`config.mk`:
```
export PLATFORM = sky130hd
export DESIGN_NAME = addsub_ctrl
export DESIGN_NICKNAME = d
export VERILOG_FILES = /design/src/rtl/addsub_pkg.sv /design/src/rtl/btn_debounce.sv /design/src/rtl/addsub_ctrl.sv
export SDC_FILE = /design/constraint.sdc
export NUM_CORES = 1
export LEC_CHECK = 0
export ABC_AREA = 1
export CAP_MARGIN = 20
export CORE_MARGIN = 5
export CORE_UTILIZATION = 35
export DETAILED_ROUTE_END_ITERATION = 6
export PLACE_DENSITY_LB_ADDON = 0.05
export SYNTH_ARGS = -nofsm -noshare
export SYNTH_HDL_FRONTEND = slang
export SYNTH_SLANG_ARGS = --single-unit
```
`constraint.sdc`:
```
create_clock -name clkin -period 1.6 [get_ports clkin]
set_input_delay 0.32 -clock clkin [delete_from_list [all_inputs] [get_ports clkin]]
set_output_delay 0.32 -clock clkin [all_outputs]
set_load 0.03 [all_outputs]
```
`src/rtl/addsub_pkg.sv`:
```
`default_nettype none
// ============================================================================
// Package     : addsub_pkg
// Description : Shared types and constants for the lab2 add/subtract
//               sequencer: FSM state encoding, operation select codes and
//               the default datapath width.
// Revision    : 1.0 - initial release
// ============================================================================
package addsub_pkg;

  // Default operand/result width of the lab2 datapath
  localparam int DEF_W = 8;

  // Values driven on dp_sub
  localparam logic OP_ADD = 1'b0;
  localparam logic OP_SUB = 1'b1;

  // Sequencer states
  typedef enum logic [1:0] {
    IDLE = 2'd0,
    LOAD = 2'd1,
    EXEC = 2'd2,
    CAPT = 2'd3
  } state_t;

endpackage : addsub_pkg
`default_nettype wire

```
`src/rtl/btn_debounce.sv`:
```
`default_nettype none
// ============================================================================
// Module      : btn_debounce
// Description : Two-flop synchroniser, stable-sample debounce counter and
//               rising-edge pulse for one raw push-button.
// Ports       : clk   in  system clock
//               rst   in  asynchronous active-high reset
//               btn   in  raw (asynchronous) button level
//               level out debounced button level
//               rise  out one-cycle pulse on the debounced rising edge
// Revision    : 1.0 - initial release
// ============================================================================
module btn_debounce #(
  parameter int DB_CYCLES = 16
) (
  input  logic clk,
  input  logic rst,
  input  logic btn,
  output logic level,
  output logic rise
);

  localparam int CW = (DB_CYCLES > 1) ? $clog2(DB_CYCLES) : 1;
  localparam logic [CW-1:0] CNT_LAST = CW'(DB_CYCLES - 1);

  logic          meta;
  logic          sync;
  logic [CW-1:0] cnt;

  // The counter tracks how many consecutive synchronised samples disagree
  // with the current debounced level; the level flips on the DB_CYCLES-th
  // such sample and any agreeing sample restarts the count.
  always_ff @(posedge clk or posedge rst) begin
    if (rst) begin
      meta  <= 1'b0;
      sync  <= 1'b0;
      level <= 1'b0;
      cnt   <= '0;
      rise  <= 1'b0;
    end else begin
      meta <= btn;
      sync <= meta;
      rise <= 1'b0;
      if (sync == level) begin
        cnt <= '0;
      end else if (cnt == CNT_LAST) begin
        cnt   <= '0;
        level <= sync;
        rise  <= sync;
      end else begin
        cnt <= cnt + 1'b1;
      end
    end
  end

endmodule : btn_debounce
`default_nettype wire

```
`src/rtl/addsub_ctrl.sv`:
```
`default_nettype none
// ============================================================================
// Module      : addsub_ctrl
// Description : Sequencer for the lab2 8-bit add/subtract datapath.
//               Debounces btnU/btnD, latches operands from sw, drives the
//               op select, waits DP_LAT cycles, captures result/overflow and
//               scans the 4-digit seven-segment anodes.
// Config      : ADDSUB_CTRL_ACCUM_EN - accumulator mode, operand A is taken
//               from the last result instead of sw[15:8].
// Ports       : clkin   in  system clock
//               btnR    in  asynchronous active-high reset
//               btnU    in  raw add request button
//               btnD    in  raw subtract request button
//               sw      in  sw[15:8] operand A, sw[7:0] operand B
//               dp_res  in  datapath result
//               dp_ovfl in  datapath signed overflow
//               dp_a    out operand A to datapath
//               dp_b    out operand B to datapath
//               dp_sub  out 0 = add, 1 = subtract
//               result  out last captured result
//               ovfl    out last captured overflow
//               busy    out high from LOAD through CAPT
//               done    out one-cycle pulse when result/ovfl update
//               digsel  out digit index being displayed (0 = rightmost)
//               an      out active-low one-hot anode select
// Revision    : 1.0 - initial release
// ============================================================================
module addsub_ctrl
  import addsub_pkg::*;
#(
  parameter int W         = DEF_W,
  parameter int DB_CYCLES = 16,
  parameter int DP_LAT    = 2,
  parameter int SCAN_BITS = 4
) (
  input  logic         clkin,
  input  logic         btnR,
  input  logic         btnU,
  input  logic         btnD,
  input  logic [15:0]  sw,
  input  logic [W-1:0] dp_res,
  input  logic         dp_ovfl,
  output logic [W-1:0] dp_a,
  output logic [W-1:0] dp_b,
  output logic         dp_sub,
  output logic [W-1:0] result,
  output logic         ovfl,
  output logic         busy,
  output logic         done,
  output logic [1:0]   digsel,
  output logic [3:0]   an
);

  localparam int LCW = (DP_LAT > 1) ? $clog2(DP_LAT) : 1;
  localparam logic [LCW-1:0] LAT_LAST = LCW'(DP_LAT - 1);

  logic           req_add;
  logic           req_sub;
  logic           lvl_add;
  logic           lvl_sub;
  state_t         state;
  state_t         state_nxt;
  logic           load_en;
  logic           capture;
  logic [LCW-1:0] lat_cnt;
  logic [W-1:0]   opa_src;
  logic [SCAN_BITS-1:0] scan;

  // --------------------------------------------------------------------------
  // Button conditioning
  // --------------------------------------------------------------------------
  btn_debounce #(.DB_CYCLES(DB_CYCLES)) u_db_add (
    .clk   (clkin),
    .rst   (btnR),
    .btn   (btnU),
    .level (lvl_add),
    .rise  (req_add)
  );

  btn_debounce #(.DB_CYCLES(DB_CYCLES)) u_db_sub (
    .clk   (clkin),
    .rst   (btnR),
    .btn   (btnD),
    .level (lvl_sub),
    .rise  (req_sub)
  );

  // --------------------------------------------------------------------------
  // Sequencer FSM
  // --------------------------------------------------------------------------
  always_ff @(posedge clkin or posedge btnR) begin
    if (btnR) begin
      state <= IDLE;
    end else begin
      state <= state_nxt;
    end
  end

  always_comb begin
    state_nxt = state;
    load_en   = 1'b0;
    capture   = 1'b0;
    case (state)
      IDLE: begin
        if (req_add || req_sub) begin
          load_en   = 1'b1;
          state_nxt = LOAD;
        end
      end
      LOAD: state_nxt = EXEC;
      EXEC: begin
        if (lat_cnt == LAT_LAST) begin
          capture   = 1'b1;
          state_nxt = CAPT;
        end
      end
      CAPT:    state_nxt = IDLE;
      default: state_nxt = IDLE;
    endcase
  end

  assign busy = (state != IDLE);

  // Latency counter only advances inside EXEC, so it always starts from 0
  always_ff @(posedge clkin or posedge btnR) begin
    if (btnR) begin
      lat_cnt <= '0;
    end else if (state == EXEC) begin
      lat_cnt <= lat_cnt + 1'b1;
    end else begin
      lat_cnt <= '0;
    end
  end

  // --------------------------------------------------------------------------
  // Operand and result registers
  // --------------------------------------------------------------------------
`ifdef ADDSUB_CTRL_ACCUM_EN
  assign opa_src = result;
`else
  assign opa_src = W'(sw[15:8]);
`endif

  always_ff @(posedge clkin or posedge btnR) begin
    if (btnR) begin
      dp_a   <= '0;
      dp_b   <= '0;
      dp_sub <= OP_ADD;
    end else if (load_en) begin
      dp_a   <= opa_src;
      dp_b   <= W'(sw[7:0]);
      // add wins when both edges land in the same cycle
      dp_sub <= req_add ? OP_ADD : OP_SUB;
    end
  end

  // Capture happens on the edge into CAPT, so done and the new result
  // become visible in the same cycle.
  always_ff @(posedge clkin or posedge btnR) begin
    if (btnR) begin
      result <= '0;
      ovfl   <= 1'b0;
      done   <= 1'b0;
    end else begin
      done <= capture;
      if (capture) begin
        result <= dp_res;
        ovfl   <= dp_ovfl;
      end
    end
  end

  // --------------------------------------------------------------------------
  // Display scan
  // --------------------------------------------------------------------------
  always_ff @(posedge clkin or posedge btnR) begin
    if (btnR) begin
      scan <= '0;
    end else begin
      scan <= scan + 1'b1;
    end
  end

  assign digsel = scan[SCAN_BITS-1 -: 2];
  assign an     = ~(4'b0001 << digsel);

endmodule : addsub_ctrl
`default_nettype wire
```
Yosys cells after proc, flatten, opt, wreduce, memory -nomap -nowiden
Index checks and enable logic that the tools add are counted.
{"block": "word_totals", "ff_bits": 50, "inputBits": 29, "output_inout_bits": 34, "elab_cells": 59}
{"block": "op_classes", "add_sub_neg": 4, "n_eq_ne": 9, "shifts": 1, "mux": 17, "n_bitwise": 3, "reduce_logical": 6}
{"op": "4-bit two-way mux", "count": 4}
{"op": "4-bit by 1-bit adder with 4-bit output, second input constant", "count": 3}
{"op": "1-bit two-way mux", "count": 10}
{"op": "4-bit equality test, second input constant", "count": 2}
{"op": "2-bit case mux with 4 select lines", "count": 1}
{"op": "2-bit AND reduction", "count": 3}
{"op": "2-bit equality test, second input constant", "count": 2}
{"op": "2-bit two-way mux", "count": 2}
{"op": "2-bit != test, second input constant", "count": 2}
{"op": "4-bit inverter", "count": 1}
{"op": "1-bit by 2-bit left shift with 4-bit output, first input constant", "count": 1}
{"op": "1-bit equality test", "count": 2}
{"op": "2-bit by 1-bit equality test with 1-bit output, second input constant", "count": 1}
{"op": "2-bit logical NOT", "count": 1}
{"op": "1-bit inverter", "count": 2}
{"op": "2-bit nonzero test", "count": 1}
{"op": "1-bit adder, second input constant", "count": 1}
{"op": "1-bit logical OR", "count": 1}

Longest topological paths before layout
Gate-level depths: netlist (run 1).
{"block": "logic_depth", "depth_word": 3, "ltp_mapped": 6, "mapped_depth_nobuf": 6}

Hierarchy
A second synthesis (run 1) with hierarchy kept.
{"block": "hier_totals", "cells_unflattened": 218, "hier_area_um2": 2070.7}
{"mod": "addsub_ctrl", "instances": 1, "cells_per_inst": 150, "area_per_inst_um2": 1415.1, "seq_area_each_um2": 850.8}
{"mod": "btn_debounce", "instances": 2, "cells_per_inst": 34, "area_per_inst_um2": 327.8, "seq_area_each_um2": 200.2}

Least setup slack after synthesis (run 1)
Ideal clock, no wire load.
{"block": "synth_timing", "kind": "flip-flop to flip-flop", "start": "register state[0]", "end": "register ovfl", "arrival_time_ns": 1.069, "required_ns": 1.482, "path_slack_ns": 0.413, "path_stages_with_launch": 7, "period_less_slack_ns": 1.187, "cell_sequence": "dfrtp_1 -> inv_1 -> ha_1 -> nand2_2 -> clkinv_1 -> nand2_1 -> nand2_1"}
{"block": "synth_via", "elab_chain_len": 2}
{"item": "start: declaration", "line": "addsub_ctrl.sv:61", "text": "state_t state;"}
{"item": "start signal: assignment", "line": "addsub_ctrl.sv:95", "text": "state <= state_nxt;"}
{"item": "2-bit equality test", "line": "addsub_ctrl.sv:103", "text": "case (state)"}
{"item": "1-bit two-way mux", "line": "addsub_ctrl.sv:103"}
{"item": "named net capture", "line": "addsub_ctrl.sv:64", "text": "logic capture;"}
{"item": "end signal: assignment", "line": "addsub_ctrl.sv:168", "text": "ovfl <= dp_ovfl;"}
{"item": "end: declaration", "line": "addsub_ctrl.sv:47", "text": "output logic ovfl,"}
The timed path passes the listed nets, and every way through them passes these cells.
A chain may end at the register's enable or synchronous reset.

Worst setup path in the final report (run 1)
{"block": "layout_timing", "start": "register scan[3]", "end": "output port an[1]"}
{"block": "layout_via", "elab_chain_len": 2}
{"item": "start: declaration", "line": "addsub_ctrl.sv:67", "text": "logic [SCAN_BITS-1:0] scan;"}
{"item": "start signal: assignment", "line": "addsub_ctrl.sv:180", "text": "scan <= scan + 1'b1;"}
{"item": "1-bit by 2-bit left shift with 4-bit output", "line": "addsub_ctrl.sv:185", "text": "assign an = ~(4'b0001 << digsel);"}
{"item": "4-bit inverter", "line": "addsub_ctrl.sv:185"}
{"item": "end: declaration", "line": "addsub_ctrl.sv:51", "text": "output logic [3:0] an"}
Every way passes these cells.

==> results of run 1 <==
==> flip-flops by register name, indices dropped and copies added, names as in the netlist, 2 cells and up <==
register      cells
dp_a              8
scan              4
state             2
u_db_add.cnt      4
result            8
dp_b              8
u_db_sub.cnt      4
==> synth_stat cells, drive strengths merged <==
cell type and count:
nand2 70, dfrtp 50, xor2 2, inv 37
ha 6, nor2 11, o21ai 20, nand3 9
nand4 2, clkinv 1, nor3 2, or2 1
buf 5
==> per-layer routing <==
metal  GRT usage [%]  part of all wire [%]  up-vias
met2           18.08                    46       33
met5               0                     0        -
li1                -                     -      782
met3           3.042                   6.1        7
met1           13.29                    47      648
met4           4.249                   1.4        0
==> worst max-delay path: stages (launching register included) <==
cell and delay, ns:
dfrtp_1 0.41, inv_1 0.11, nand2_1 0.06, clkdlybuf4s15_1 0.34
==> power by group <==
part / total [mW] / switching, mW / internal (mW)
Clock: 0.850 / 0.382 / 0.468
Sequential: 1.53 / 0.0892 / 1.44
Combinational: 1.03 / 0.643 / 0.387
Total: 3.41 / 1.11 / 2.30
==> repair_timing <==
item,4_1_cts,5_1_grt
hold buffers,0,0
hold endpoints to repair,0,0
setup buffers,0,0
gates resized for setup,36,5
setup endpoints to repair,34,5
==> stage by stage <==
step | setup slack, ns | hold slack (ns) | total power, mW | util (%) | instances
after global routing | 0.008441 | 0.3647 | 3.637 | 50.19 | 355
after CTS | 0.01427 | 0.3621 | 3.460 | 50.15 | 355
final | 0.07420 | 0.3564 | 3.414 | 50.19 | 355
after floorplan | 0.07883 | 0.3312 | 2.214 | - | 216
after detailed placement | 0.04534 | 0.3411 | 2.677 | 48.89 | 347
after global placement | 0.06990 | 0.3318 | 2.671 | 48.89 | 347
==> cell type report <==
| class | count | area [um^2] |
|---|---|---|
| multi-input cells | 123 | 608.1 |
| clock buffers | 7 | 76.32 |
| inverters | 38 | 142.6 |
| repair buffers | 64 | 599.3 |
| clock inverters | 1 | 30.03 |
| fillers | 561 | 2776 |
| well taps | 72 | 90.09 |
| flip-flops and latches | 50 | 1251 |
==> worst paths after layout <==
path	endpoint	cells after the start
min	u_db_sub.sync	0
min in group asynchronous	result[2]	3
max reg2reg	dp_sub	2
max	an[1]	3
max in group asynchronous	u_db_add.rise	3
min reg2reg	u_db_sub.sync	0
==> logic make-up after synthesis <==
group | Yosys count | synth area share, %
adder cells (fa/ha/maj) | 6 | 3.683
flip-flops | 50 | 61.39
AND/OR/NAND/NOR | 95 | 18.66
AO/OA/AOI/OAI | 20 | 6.017
XOR/XNOR | 2 | 0.8596
buffers and inverters | 43 | 9.392
==> run_results.csv, run 1 <==
group,metric,value,unit
run_status,status,"finished, final reports clean",
yosys,synthCells,216,
route,post_drt_wl_per_cell,10.94,um
route,ant_nets,0,
yosys,yosys.area.top_type,"dfrtp_1",
clock_network,numCtsBuffers,5,
pwr,p_leak,1.459,nW
finish,drive_above_1_share,6.714,%
finish,final_area,2798,um^2
sta,min_period,1.526,ns
die,row_count,27,
sta,hold_violations,0,
placement,port_buffers,62,
sta,tightest_slew,0.7405,ns
yosys,syn_area_per_cell,9.436,um^2
die,core_area,5574,um^2
route,num_vias,1470,
critical_path,reg2reg_setup_slack,0.24,ns
route,drc,0,
sta,final_max_slew_viol_count,0,
route,wirelength,3882,um
finish,final_common_cell,"nand2_1",
route,detail_route.first_pass.iterations,4,
yosys,ys_ff_latch,50,
die,boundaryPins,63,
pwr,ir_drop,0.0005844,V
yosys,yosys.area.top_type_share,61.39,%
critical_path,worstReg2RegStart,"u_db_sub.rise",
finish,final_cell_mix,"69 x nand2_1, 50 x dfrtp_1, 36 x inv_1",
clock_network,root_buffer,"clkbuf_8",
pwr,pwr_density_cell,1220,nW/um^2
clock_network,clock_sinks,50,
sta,fin_skew,0.004837,ns
die,design.die.area,7449,um^2
critical_path,crit_start,"scan[3]",
yosys,yosysUniqueCellTypes,17,
clock_network,clock_latency,0.29,ns
finish,synthToLayoutAreaGrowth,37.26,%
route,drt-vias-per-instance,4.141,
global_routing,grt_first_pass_wirelength,6410,um
finish,antennaDiodeCount,0,
sta,relSlewSlack,50.45,%
critical_path,start_kind,"register",
yosys,synth_area_leaders,"dfrtp_1 61%, nand2_1 13%, inv_1 6.8%",
sta,rsz0062_at_grt,"no",
yosys,syn-cell-area,2038,um^2
sta,finalSetupTns,0,ns
clock_network,path_clk_slew,0.09,ns
critical_path,cp-end-kind,"primary output",
sta,setup_viol,0,
clock_network,cts.path.max_buffers,2,
critical_path,required,1.28,ns
route,drt_iter0_markers,53,
critical_path,crit_type,"register to primary output",
sta,fmax,655.4,MHz
job,maxCapViolCount,0,
global_routing,grt.total_usage,10.83,%
hold_path,min_from,"u_db_sub.meta",
global_routing,first_global_vias,1403,
die,die_x,86.31,um
clock_network,h-tree-depth,2,
finish,nets,317,
die,initial_core_util,36.57,%
critical_path,path_max_fanout,4,
die,die_h,86.31,um
placement,dpl-instance-area,2725,um^2
clock_network,cts_tree,"done",
sta,fin_crit_sh,95.36,%
global_routing,grt_max_degree,51,
hold_path,holdCritPathClass,"register to register",
placement,gp_congestion,0.6975,
placement,dp_hpwl,2853,um
global_routing,grt_antenna_before_repair,0,
global_routing,gr-total-overflow,0,
critical_path,worstPathArrival,1.21,ns
yosys,seq_area_frac_synth,61.39,%
yosys,yosysWarningCount,0,
yosys,synth_nets,251,
Power figures use the tool's default switching activity.
==> run 2: changes to the inputs <==
--- a/config.mk
+++ b/config.mk
@@ -9,6 +9,7 @@
 export CAP_MARGIN = 20
 export CORE_MARGIN = 5
 export CORE_UTILIZATION = 35
+export CTS_BUF_LIST = sky130_fd_sc_hd__clkbuf_4 sky130_fd_sc_hd__clkbuf_8
 export DETAILED_ROUTE_END_ITERATION = 6
 export PLACE_DENSITY_LB_ADDON = 0.05
 export SYNTH_ARGS = -nofsm -noshare
==> run 2 against run 1 <==
Compared with the run above:
- clock skew is 0.00051 ns higher
- setup slack worse by 0.0011 ns
- clock-buffer cell count stayed put
- non-clock buffer count did not move
- wire length up 0.21%
- largest power group unchanged
==> run_results.csv, run 2 (synthesis gave the netlist of run 1 again) <==
group,metric,value,unit
run_status,status,"finished, final reports clean",
clock_network,post_cts_buffers,0,
global_routing,grt.total_usage,10.81,%
critical_path,worst-path-buf-inv,2,
route,drt_iter0_markers,59,
sta,tightest_slew,0.7407,ns
route,wirelength,3890,um
sta,relSlewSlack,50.43,%
sta,fin_crit_sh,95.43,%
finish,nets,317,
clock_network,cts.path.max_buffers,2,
clock_network,h-tree-depth,2,
route,post_drt_wl_per_cell,10.96,um
placement,dpl-instance-area,2725,um^2
sta,finalSetupTns,0,ns
route,wl_met3,235,um
critical_path,crit_slowest_cell,"dfrtp_1",
route,drc,0,
critical_path,cp-end-kind,"primary output",
sta,fin_skew,0.005350,ns
clock_network,clock_latency,0.29,ns
finish,antennaDiodeCount,0,
critical_path,crit_type,"register to primary output",
route,wl_met1,1798,um
global_routing,grt_max_degree,51,
sta,rsz0062_at_grt,"no",
sta,fmax,654.9,MHz
critical_path,start_kind,"register",
critical_path,worstPathArrival,1.21,ns
die,die_x,86.31,um
critical_path,slowest_delay,0.41,ns
pwr,ir_drop,0.0005870,V
pwr,p_leak,1.466,nW
route,dr_wl_met2,1801,um
pwr,total_power,3.448,mW
sta,min_period,1.527,ns
critical_path,crit_chain,"inv_1, nand2_1, clkdlybuf4s15_1",
critical_path,path_max_fanout,4,
route,top_layer,"met4",
placement,dp_slack,0.04534,ns
finish,final_cell_mix,"69 x nand2_1, 50 x dfrtp_1, 36 x inv_1",
route,num_vias,1487,
sta,setup_viol,0,
finish,post-route-util,50.33,%
clock_network,numCtsBuffers,5,
global_routing,grt_first_pass_wirelength,6396,um
die,design.die.area,7449,um^2
placement,port_buffers,62,
die,boundaryPins,63,
critical_path,path_delay_family,"buffers and inverters",
placement,dp_hpwl,2853,um
finish,synthToLayoutAreaGrowth,37.63,%
finish,top_regs,"dp_a (8), dp_b (8), result (8)",
die,core_area,5574,um^2
die,initial_core_util,36.57,%
hold_path,holdCritPathClass,"register to register",
sta,hold_violations,0,
global_routing,gr-total-overflow,0,
die,row_count,27,
global_routing,grt_antenna_before_repair,0,
route,ant_nets,0,
clock_network,root_buffer,"clkbuf_8",
clock_network,cts_tree,"done",
placement,gp_congestion,0.6975,
route,drt-vias-per-instance,4.189,
job,maxCapViolCount,0,
die,die_h,86.31,um
clock_network,path_clk_slew,0.09,ns
critical_path,required,1.28,ns
sta,fin_ws,0.07308,ns
clock_network,clock_sinks,50,
finish,drive_above_1_share,7.420,%
pwr,pwr_density_cell,1229,nW/um^2
global_routing,first_global_vias,1395,
sta,final_max_slew_viol_count,0,
finish,final_area,2805,um^2
route,detail_route.first_pass.iterations,4,
finish,final_common_cell,"nand2_1",
-- run 2: per-layer routing --
| layer | GRT usage [%] | up-vias |
|---|---|---|
| li1 | - | 783 |
| met1 | 13.22 | 664 |
| met2 | 18.08 | 33 |
| met3 | 3.042 | 7 |
| met4 | 4.249 | 0 |
| met5 | 0 | - |
-- run 2: timing repair --
action | 4_1_cts | 5_1_grt
hold buffers | 0 | 0
endpoints found under the setup margin | 34 | 5
gates resized for setup | 36 | 5
-- run 2: report_power, final --
group          switching, mW  internal (mW)
combinational          0.643          0.386
sequential            0.0902           1.44
clock                  0.382          0.502
-- run 2: through the flow --
stage	instances	hold WS [ns]
finish	355	0.3563
global route	355	0.3648
CTS	355	0.3623
detailed placement	347	0.3411
global placement	347	0.3318
floorplan	216	0.3312
-- run 2: layout make-up --
cell class	count	area, um^2
fill	562	2769
sequential	50	1251
multi-input combinational	123	608.1
timing repair buffer	64	599.3
inverter	38	142.6
tap	72	90.09
clock buffer	7	83.83
clock inverter	1	30.03
-- run 2: final timing paths --
| check | startpoint | to | slack, ns | cells after the start |
|---|---|---|---|---|
| setup / recovery | scan[3] | an[1] | 0.07 | 3 |
| hold / removal | u_db_sub.meta | u_db_sub.sync | 0.36 | 0 |
| setup reg to reg | u_db_sub.rise | dp_sub | 0.24 | 2 |
| hold reg to reg | u_db_sub.meta | u_db_sub.sync | 0.36 | 0 |
| max in group asynchronous | btnR | u_db_add.rise | 0.99 | 3 |
| min in group asynchronous | btnR | result[2] | 0.38 | 3 |
==> run 3: changes to the inputs <==
--- a/config.mk
+++ b/config.mk
@@ -11,6 +11,7 @@
 export CORE_UTILIZATION = 35
 export CTS_BUF_LIST = sky130_fd_sc_hd__clkbuf_4 sky130_fd_sc_hd__clkbuf_8
 export DETAILED_ROUTE_END_ITERATION = 6
+export MAX_ROUTING_LAYER = met4
 export PLACE_DENSITY_LB_ADDON = 0.05
 export SYNTH_ARGS = -nofsm -noshare
 export SYNTH_HDL_FRONTEND = slang
==> run 3 against run 2 <==
Compared with the run above:
- wire length is essentially flat
- critical path depth is the same
- first-iteration DRC count rose by 8.5%
- non-clock buffer count unchanged
- combinational power is essentially flat
==> run_results.csv, run 3 (synthesis gave the netlist of run 1 again) <==
group,metric,value,unit
critical_path,worstPathArrival,1.21,ns
sta,fin_skew,0.005361,ns
sta,fmax,655.0,MHz
clock_network,clock_sinks,50,
global_routing,first_global_vias,1396,
hold_path,holdCritPathClass,"register to register",
pwr,p_sw_share,32.34,%
pwr,pwr-share-seq,44.5,%
sta,hold_violations,0,
route,wirelength,3891,um
run_status,status,"finished, final reports clean",
critical_path,r2r-end,"dp_sub",
pwr,p_leak,1.466,nW
die,design.die.area,7449,um^2
finish,final_cell_mix,"69 x nand2_1, 50 x dfrtp_1, 36 x inv_1",
route,ant_nets,0,
pwr,p_switching,1.115,mW
route,post_drt_wl_per_cell,10.96,um
global_routing,grt_antenna_before_repair,0,
route,drt_iter0_markers,64,
die,boundaryPins,63,
finish,drive_above_1_share,7.420,%
job,maxCapViolCount,0,
sta,final_max_slew_viol_count,0,
global_routing,grt_max_degree,51,
route,num_vias,1487,
placement,dpl-instance-area,2725,um^2
pwr,power.internal,2.333,mW
placement,gp_congestion,0.7051,
finish,top_regs,"dp_a (8), dp_b (8), result (8)",
finish,fillCellCount,562,
die,die_x,86.31,um
critical_path,crit_end,"an[1]",
die,initial_core_util,36.57,%
die,row_count,27,
global_routing,grt_first_pass_wirelength,6389,um
pwr,comb_power_share,29.9,%
route,drc,0,
route,detail_route.first_pass.iterations,4,
sta,min_period,1.527,ns
global_routing,grt.total_usage,11.13,%
critical_path,crit_type,"register to primary output",
critical_path,reg2reg_depth,2,
pwr,ir_drop,0.0005870,V
clock_network,path_clk_slew,0.09,ns
placement,port_buffers,62,
clock_network,h-tree-depth,2,
critical_path,path_max_fanout,4,
pwr,pwr_density_cell,1229,nW/um^2
clock_network,clock_latency,0.29,ns
die,die_h,86.31,um
route,drt-vias-per-instance,4.189,
critical_path,required,1.28,ns
finish,antennaDiodeCount,0,
finish,nets,317,
finish,final_common_cell,"nand2_1",
global_routing,gr-total-overflow,0,
sta,relSlewSlack,50.43,%
sta,fin_crit_sh,95.42,%
sta,tightest_slew,0.7407,ns
sta,setup_viol,0,
sta,rsz0062_at_grt,"no",
critical_path,crit_start,"scan[3]",
finish,final_area,2805,um^2
pwr,pwr-share-clk,25.6,%
clock_network,cts_tree,"done",
critical_path,worstReg2RegStart,"u_db_sub.rise",
finish,synthToLayoutAreaGrowth,37.63,%
clock_network,numCtsBuffers,5,
die,core_area,5574,um^2
clock_network,root_buffer,"clkbuf_8",
clock_network,cts.path.max_buffers,2,
critical_path,reg2reg_setup_slack,0.24,ns
critical_path,cp-end-kind,"primary output",
placement,dp_hpwl,2853,um
critical_path,start_kind,"register",
sta,finalSetupTns,0,ns
clock_network,ctsHoldBuffers,0,
run 3: worst min-delay path by stage:
stage	start	end	slack, ns	cells after the start
after floorplan	u_db_add.meta	u_db_add.sync	0.33	0
after global placement	u_db_sub.meta	u_db_sub.sync	0.33	0
after detailed placement	u_db_sub.meta	u_db_sub.sync	0.34	0
after CTS	u_db_sub.meta	u_db_sub.sync	0.36	0
after global routing	u_db_sub.meta	u_db_sub.sync	0.36	0
final	u_db_sub.meta	u_db_sub.sync	0.36	0
run 3: power groups by stage:
stage | logic [mW] | clock network [mW] | registers (mW)
after detailed placement | 1.11 | 0 | 1.57
final | 1.03 | 0.884 | 1.53
after CTS | 1.03 | 0.931 | 1.54
after global routing | 1.14 | 0.971 | 1.56
after floorplan | 0.405 | 0 | 1.81
after global placement | 1.11 | 0 | 1.57
run 3: timing repair:
action	4_1_cts	5_1_grt
gates resized for setup	36	5
setup endpoints to repair	34	5
setup buffers	0	0
run 3: area by class of cell:
class / count / area [um^2] / area share [%]
clock buffer: 7 / 83.83 / 2.988
sequential: 50 / 1251 / 44.60
multi-input combinational: 123 / 608.1 / 21.68
inverter: 38 / 142.6 / 5.085
tap: 72 / 90.09 / 3.211
timing repair buffer: 64 / 599.3 / 21.36
clock inverter: 1 / 30.03 / 1.070
run 3: metrics by stage:
stage / utilization, % / power, mW / instances / worst slack [ns] / hold slack, ns
after floorplan: - / 2.214 / 216 / 0.07883 / 0.3312
after global routing: 50.33 / 3.672 / 355 / 0.008143 / 0.3648
after global placement: 48.89 / 2.671 / 347 / 0.06990 / 0.3318
after CTS: 50.28 / 3.498 / 355 / 0.01299 / 0.3623
after detailed placement: 48.89 / 2.677 / 347 / 0.04534 / 0.3411
final: 50.33 / 3.448 / 355 / 0.07325 / 0.3562
run 3: per-layer routing:
metal	track usage [%]	routed length (um)	vias up
li1	-	-	783
met1	13.22	1798	664
met2	18.08	1803	33
met3	3.042	235	7
met4	4.249	54	0
met5	-	0	-
run 3: worst max-delay path, cell delays in order (launching register included):
cell             delay (ns)
dfrtp_1                0.41
inv_1                  0.11
nand2_1                0.06
clkdlybuf4s15_1        0.34
